**src/rtl/iccm_arb_pkg.sv**
```systemverilog
// Shared types and constants for the ICCM port arbiter: read-owner encoding and
// the request bundle that is muxed onto the SRAM macro's port 0.
package iccm_arb_pkg;

    localparam int ICCM_AW = 10;
    localparam int ICCM_DW = 32;

    typedef enum logic [1:0] {
        OWN_NONE = 2'd0,
        OWN_A    = 2'd1,
        OWN_B    = 2'd2
    } owner_e;

    typedef struct packed {
        logic                   we;
        logic [ICCM_AW-1:0]     addr;
        logic [ICCM_DW-1:0]     wdata;
        logic [ICCM_DW/8-1:0]   wmask;
    } sram_req_t;

endpackage : iccm_arb_pkg

```
**src/rtl/arb_starve_ctr.sv**
```systemverilog
// Saturating count of consecutive cycles a requester was denied; expired_o forces
// that requester to win the next arbitration.
module arb_starve_ctr #(
    parameter int MAX = 4
) (
    input  logic clk_i,
    input  logic rst_ni,
    input  logic req_i,
    input  logic gnt_i,
    input  logic inhibit_i,
    output logic expired_o
);

    localparam logic [3:0] MAX_CNT = 4'(MAX);

    logic [3:0] cnt_q;
    logic [3:0] cnt_d;

    always_comb begin
        cnt_d = cnt_q;
        if (!req_i || gnt_i) begin
            cnt_d = 4'd0;
        end else if (!inhibit_i && (cnt_q != MAX_CNT)) begin
            cnt_d = cnt_q + 4'd1;
        end
    end

    always_ff @(posedge clk_i or negedge rst_ni) begin
        if (!rst_ni) begin
            cnt_q <= 4'd0;
        end else begin
            cnt_q <= cnt_d;
        end
    end

    assign expired_o = (cnt_q == MAX_CNT);

endmodule : arb_starve_ctr

```
**src/rtl/iccm_port_arbiter.sv**
```systemverilog
// Shares ICCM SRAM port 0 between the TL-UL adapter (A) and the UART boot loader (B):
// fixed priority to A, starvation guard and program-mode lockout favouring B.
module iccm_port_arbiter
    import iccm_arb_pkg::*;
#(
    parameter int AW         = ICCM_AW,
    parameter int DW         = ICCM_DW,
    parameter int MAX_STARVE = 4
) (
    input  logic            clk_i,
    input  logic            rst_ni,
    input  logic            prog_mode_i,

    input  logic            a_req_i,
    input  logic            a_we_i,
    input  logic [AW-1:0]   a_addr_i,
    input  logic [DW-1:0]   a_wdata_i,
    input  logic [DW/8-1:0] a_wmask_i,
    output logic            a_gnt_o,
    output logic            a_rvalid_o,
    output logic [DW-1:0]   a_rdata_o,

    input  logic            b_req_i,
    input  logic            b_we_i,
    input  logic [AW-1:0]   b_addr_i,
    input  logic [DW-1:0]   b_wdata_i,
    input  logic [DW/8-1:0] b_wmask_i,
    output logic            b_gnt_o,
    output logic            b_rvalid_o,
    output logic [DW-1:0]   b_rdata_o,

    output logic            sram_csb_o,
    output logic            sram_web_o,
    output logic [DW/8-1:0] sram_wmask_o,
    output logic [AW-1:0]   sram_addr_o,
    output logic [DW-1:0]   sram_wdata_o,
    input  logic [DW-1:0]   sram_rdata_i,

    output logic [15:0]     a_stall_cnt_o
);

    logic      b_expired;
    logic      b_wins;
    sram_req_t req_sel;
    owner_e    owner_q;
    owner_e    owner_d;
    logic [15:0] stall_q;
    logic [15:0] stall_d;

    arb_starve_ctr #(
        .MAX (MAX_STARVE)
    ) u_b_starve (
        .clk_i     (clk_i),
        .rst_ni    (rst_ni),
        .req_i     (b_req_i),
        .gnt_i     (b_gnt_o),
        .inhibit_i (prog_mode_i),
        .expired_o (b_expired)
    );

    // Grants are gated by rst_ni so the macro stays deselected while reset is held.
    always_comb begin
        b_wins  = b_req_i && (prog_mode_i || b_expired || !a_req_i);
        b_gnt_o = rst_ni && b_wins;
        a_gnt_o = rst_ni && a_req_i && !prog_mode_i && !b_wins;
    end

    always_comb begin
        req_sel = '0;
        if (a_gnt_o) begin
            req_sel.we    = a_we_i;
            req_sel.addr  = ICCM_AW'(a_addr_i);
            req_sel.wdata = ICCM_DW'(a_wdata_i);
            req_sel.wmask = (ICCM_DW/8)'(a_wmask_i);
        end else if (b_gnt_o) begin
            req_sel.we    = b_we_i;
            req_sel.addr  = ICCM_AW'(b_addr_i);
            req_sel.wdata = ICCM_DW'(b_wdata_i);
            req_sel.wmask = (ICCM_DW/8)'(b_wmask_i);
        end
    end

    assign sram_csb_o   = !(a_gnt_o || b_gnt_o);
    assign sram_web_o   = !req_sel.we;
    assign sram_addr_o  = AW'(req_sel.addr);
    assign sram_wdata_o = DW'(req_sel.wdata);
    assign sram_wmask_o = (DW/8)'(req_sel.wmask);

    // The owner of each launched read is recorded so the data returned by the
    // macro one cycle later is steered to whoever asked, even across prog-mode flips.
    always_comb begin
        owner_d = OWN_NONE;
        if (a_gnt_o && !a_we_i) begin
            owner_d = OWN_A;
        end else if (b_gnt_o && !b_we_i) begin
            owner_d = OWN_B;
        end
    end

    always_comb begin
        stall_d = stall_q;
        if (a_req_i && !a_gnt_o && (stall_q != 16'hFFFF)) begin
            stall_d = stall_q + 16'd1;
        end
    end

    always_ff @(posedge clk_i or negedge rst_ni) begin
        if (!rst_ni) begin
            owner_q <= OWN_NONE;
            stall_q <= 16'd0;
        end else begin
            owner_q <= owner_d;
            stall_q <= stall_d;
        end
    end

    assign a_rvalid_o    = (owner_q == OWN_A);
    assign b_rvalid_o    = (owner_q == OWN_B);
    assign a_rdata_o     = (owner_q == OWN_A) ? sram_rdata_i : '0;
    assign b_rdata_o     = (owner_q == OWN_B) ? sram_rdata_i : '0;
    assign a_stall_cnt_o = stall_q;

endmodule : iccm_port_arbiter

```
**config.mk**
```make
export PLATFORM = sky130hd
export DESIGN_NAME = iccm_port_arbiter
export DESIGN_NICKNAME = d
export VERILOG_FILES = /design/src/rtl/iccm_arb_pkg.sv /design/src/rtl/arb_starve_ctr.sv /design/src/rtl/iccm_port_arbiter.sv
export SDC_FILE = /design/constraint.sdc
export NUM_CORES = 1
export LEC_CHECK = 0
export ABC_AREA = 1
export CAP_MARGIN = 15
export CORE_AREA = 2 2 103 105
export DETAILED_ROUTE_END_ITERATION = 10
export DIE_AREA = 0 0 105 107
export GPL_ROUTABILITY_DRIVEN = 0
export GPL_TIMING_DRIVEN = 1
export PLACE_DENSITY = 0.81
export SYNTH_ARGS = -nofsm -noshare
export SYNTH_HDL_FRONTEND = slang
export SYNTH_SLANG_ARGS = --single-unit
```
**constraint.sdc**
```tcl
create_clock -name clk_i -period 2.1 [get_ports clk_i]
set_input_delay 0.21 -clock clk_i [delete_from_list [all_inputs] [get_ports clk_i]]
set_output_delay 0.21 -clock clk_i [all_outputs]
set_load 0.01 [all_outputs]
```
* After elaboration in Yosys (flattened, before gate mapping) *
Index checks and enable logic that the tools add are counted.

storage, ports and cells
  register bits = 22
  bits of input ports = 131
  output and inout port bits = 132

cells by class
  $add $sub $neg = 2
  eq/ne operators = 5
  multiplexer cells = 8
  reductions and logical operators = 24

operators with widths
  cell                     count
  $mux W47                 2
  $mux W32                 2
  $add A16 B1 Y16 const B  1
  $ne A16 B16 Y1 const B   1
  $logic_and A1 B1 Y1      10
  $logic_not A1 Y1         9
  $mux W4                  2
  $add A4 B1 Y4 const B    1
  $eq A4 B3 Y1 const B     1
  $logic_or A1 B1 Y1       4
  $mux W2                  2
  $ne A4 B3 Y1 const B     1
  $eq A2 B1 Y1 const B     1
  $eq A2 B2 Y1 const B     1
  $reduce_bool A2 Y1       1

* Depth between registers and ports, before layout *
  depth after elaboration = 9
  depth in mapped cells = 11
  gate-level depth less buffers = 10

* By module *
A second synthesis with hierarchy kept.

unflattened totals
  cells, all modules = 458
  area, all modules = 2,392.3 sq um

by module, submodules not included
  module             instances  cells each  area an instance (sq um)  seq. area each (sq um)
  iccm_port_arbiter  1          425         2,137.0                   450.4
  arb_starve_ctr     1          33          255.2                     100.1

* Worst setup path before layout *
Ideal clock, no wire load.

  path type = register -> output
  from = reg u_b_starve.cnt_q[0]
  to = out sram_addr_o[0]
  data arrival time = 1,414 ps
  required time = 1,890 ps
  setup slack = 476 ps
  stages on the path, launching flop included = 11
  path buffers = 2
  path through = dfrtp_1 -> inv_1 -> ha_1 -> nand3_1 -> nand3_1 -> nand2_2 -> nor2_4 -> buf_6 -> buf_2 -> nand2_1 -> nand2_1

between the ends
  longest elaborated chain between the ends = 7
  elaborated cells on any way between the ends = 9

RTL lines
  element                                                         RTL line                                          source
  start, declared                                                 arb_starve_ctr.sv:16                              logic [3:0] cnt_q;
  start signal, assigned                                          arb_starve_ctr.sv:32                              cnt_q <= cnt_d;
  $eq A4 B3 Y1 *                                                  arb_starve_ctr.sv:36                              assign expired_o = (cnt_q == MAX_CNT);
  $logic_or A1 B1 Y1 * (2 in series)                              iccm_port_arbiter.sv:63                           b_wins = b_req_i && (prog_mode_i || b_expired || !a_req_i);
  $logic_and A1 B1 Y1 *                                           iccm_port_arbiter.sv:63
  $logic_and A1 B1 Y1 / $logic_not A1 Y1 (equally long branches)  iccm_port_arbiter.sv:64, iccm_port_arbiter.sv:65
  $mux W47 / $logic_and A1 B1 Y1 (equally long branches)          iccm_port_arbiter.sv:75, iccm_port_arbiter.sv:65
  $mux W47 *                                                      iccm_port_arbiter.sv:70                           if (a_gnt_o) begin
  end, declared                                                   iccm_port_arbiter.sv:35                           output logic [AW-1:0] sram_addr_o,

Every way passes the cells marked *; elsewhere a longest branch is shown, timed or not.

* Worst setup path in the final report *
  from = reg u_b_starve.cnt_q[1]
  to = out sram_addr_o[3]

The elaborated chain is that of the path after synthesis.

==> flow_summary.ini <==
[outcome]
status = completed

[logic_synthesis]
synth_cell_types = 25
syn_area_um2 = 2380
yosysWarnings = 0
ys_seq_area_share_pct = 23.1
synthCells = 431
synth.area.top_cells = nand2_1 (32%), dfrtp_1 (23%), nor2_1 (12%), inv_1 (8.7%), nand2_2 (2.9%)
synth.avg_cell_area_um2 = 5.52
yosys.area.top_type = nand2_1
synth_nets = 565
synth_top_area_share_pct = 31.8
synth_seq_cells = 22

[timing]
fin_ws_ps = 38.4
rsz0062_at_grt = true
worst-slew-pin-transition_ps = 533
min_period_ps = 2060
hold_viol = 0
tns_ps = 0
timing.final.crit_share_pct = 98.2
drv_slew = 0
max-slew-margin-rel_pct = 64.4
finClkSkew_ps = 2.83
timing.fmax_mhz = 485
setup-violations-final = 0

[finish]
area_growth_pct = 127
final_cell_mix = clkdlybuf4s50_1 (211), nand2_1 (181), nor2_1 (74)
final_nets = 845
layout_commonest_cell = clkdlybuf4s50_1
antenna_cells = 0
drive_above_1_share_pct = 18.6
nFillCells = 995
fin_util_pct = 53.5
final_area_um2 = 5400

[floorplanning]
dieArea_um2 = 11200
rows = 37
core-area_um2 = 10100
boundaryPins = 263
die_x_um = 105
die_y_um = 107
initial_utilization_pct = 23.6

[clock_tree]
cts_buffer_depth = 2
clkLatencyLatePin_ps = 260
cts_tree = yes
htree_levels = 1
cts_buffers = 3
cts_root_buf = clkbuf_8
path_clk_slew_ps = 80
clock-sinks = 22

[placed_design]
portBuffers = 262
dp.final_hpwl_mm = 11.0
dpl_worst_slack_ps = -223
dpl-instance-area_um2 = 5220

[grt]
grt_pass1_vias = 3297
grt_max_degree = 34
grt_pass1_wl_mm = 19.1
antenna_found_initial = 0
grt_usage_pct = 22.1
grt-ovfl-total = 0

[worst_setup_path]
cp_max_fo = 5
crit_chain = inv_2 > ha_4 > nand3_4 > nand3_4 > nand2_4 > nor2_4 > buf_6 > clkbuf_16 > nand2_1 > nand2_1 > buf_2
start_kind = flop
crit_slowest_cell = dfrtp_1
crit_start = u_b_starve.cnt_q[1]$_DFFE_PN0P_
path_delay_family = buffers and inverters
worstReg2RegStart = u_b_starve.cnt_q[1]$_DFFE_PN0P_
cp_data_required_time_ps = 1890
cp_num_buf_inv = 4
crit_path_end_kind = output port
arrival_ps = 1850
crit_path_max_incr_delay_ps = 390
path_class = flop to output port

[drt]
wl_mm = 13.5
drtPass1Iterations = 4
drc = 0
drtAntennaViolNets = 0
drt_iter0_drc = 217
num_vias = 3603
viasPerCell = 4.26
wl_per_cell_um = 16.0

[pwr]
p_leak_nw = 2.72
ir_drop_mv = 0.272
power_density_nw_per_um2 = 317

[flow_run]
drv_cap = 0

[worst_hold_path]
hold_path.class = input port to asynchronous set/reset pin
-- Yosys cell counts (all sizes together) --
cell and instances:
nor2 80, clkbuf 8, dfrtp 22, ha 3, nor3 4, inv 56
nand4 2, o21ai 5, nand3 10, a21oi 2, nand2 214, buf 10
xor2 7, clkinv 1, xnor2 7
-- kinds of logic (layout without fill, tap and decap cells) --
kind of cell,count (synthesis),after routing,share of synthesized area [%]
xor gates and xnor gates,14,14,5.15
DFF,22,22,23.1
AOI/OAI and AO/OA,7,7,1.47
buffers and inverters,75,354,14.6
and+or+nand+nor,310,310,54.1
adders and majority gates,3,3,1.58
-- where the power goes --
part,switching [mW],leakage [nW],internal (mW)
combinational,0.376,2.39,0.512
clock,0.136,0.0288,0.167
sequential,0.0560,0.299,0.468
total,0.568,2.72,1.15
-- per-layer routing --
layer | up-vias | share of wire, % | GRT usage, %
li1 | 1810 | - | -
met1 | 1592 | 43 | 31.4
met2 | 183 | 42 | 31.9
met3 | 18 | 13 | 7.17
met4 | 0 | 1.9 | 5.81
met5 | - | 0 | 0
-- timing repair --
item	CTS	global route
endpoints found under the setup margin	50	82
setup buffers	8	2
resized for setup	189	65
hold buffers	0	0
pin swaps	5	12
cloned	4	1
-- cell type report --
| cell class | count | area, um^2 | area share (%) |
|---|---|---|---|
| repair buffers | 293 | 2820 | 52.2 |
| multi-input cells | 334 | 1590 | 29.4 |
| flip-flops and latches | 22 | 551 | 10.2 |
| inverters | 57 | 216 | 4.01 |
| well taps | 136 | 170 | 3.15 |
| clock buffers | 4 | 55.1 | 1.02 |
-- through the flow --
stage / power (mW) / cells / hold slack, ps
global placement: 1.38 / 831 / 526
floorplan: 0.809 / 431 / -85.6
detailed placement: 1.38 / 831 / 532
finish: 1.71 / 846 / 419
global route: 1.81 / 846 / 419
CTS: 1.70 / 846 / 416
-- state kept, by name, summed over array words and instances (netlist names) --
signal,flops
u_b_starve.cnt_q,4
a_stall_cnt_o,16
owner_q,2
-- path summary, 6_finish.rpt --
check                                                end  slack, ps  cells after the start
max reg2reg                a_stall_cnt_o[10]$_DFFE_PN0P_        290                     11
min reg2reg                a_stall_cnt_o[13]$_DFFE_PN0P_        550                      2
min                         a_stall_cnt_o[4]$_DFFE_PN0P_        420                      2
max in group asynchronous   a_stall_cnt_o[9]$_DFFE_PN0P_       1460                      2
min in group clk_i                  owner_q[0]$_DFF_PN0_        530                      2
max                                       sram_addr_o[3]         40                     11
Power figures use the tool's default switching activity.
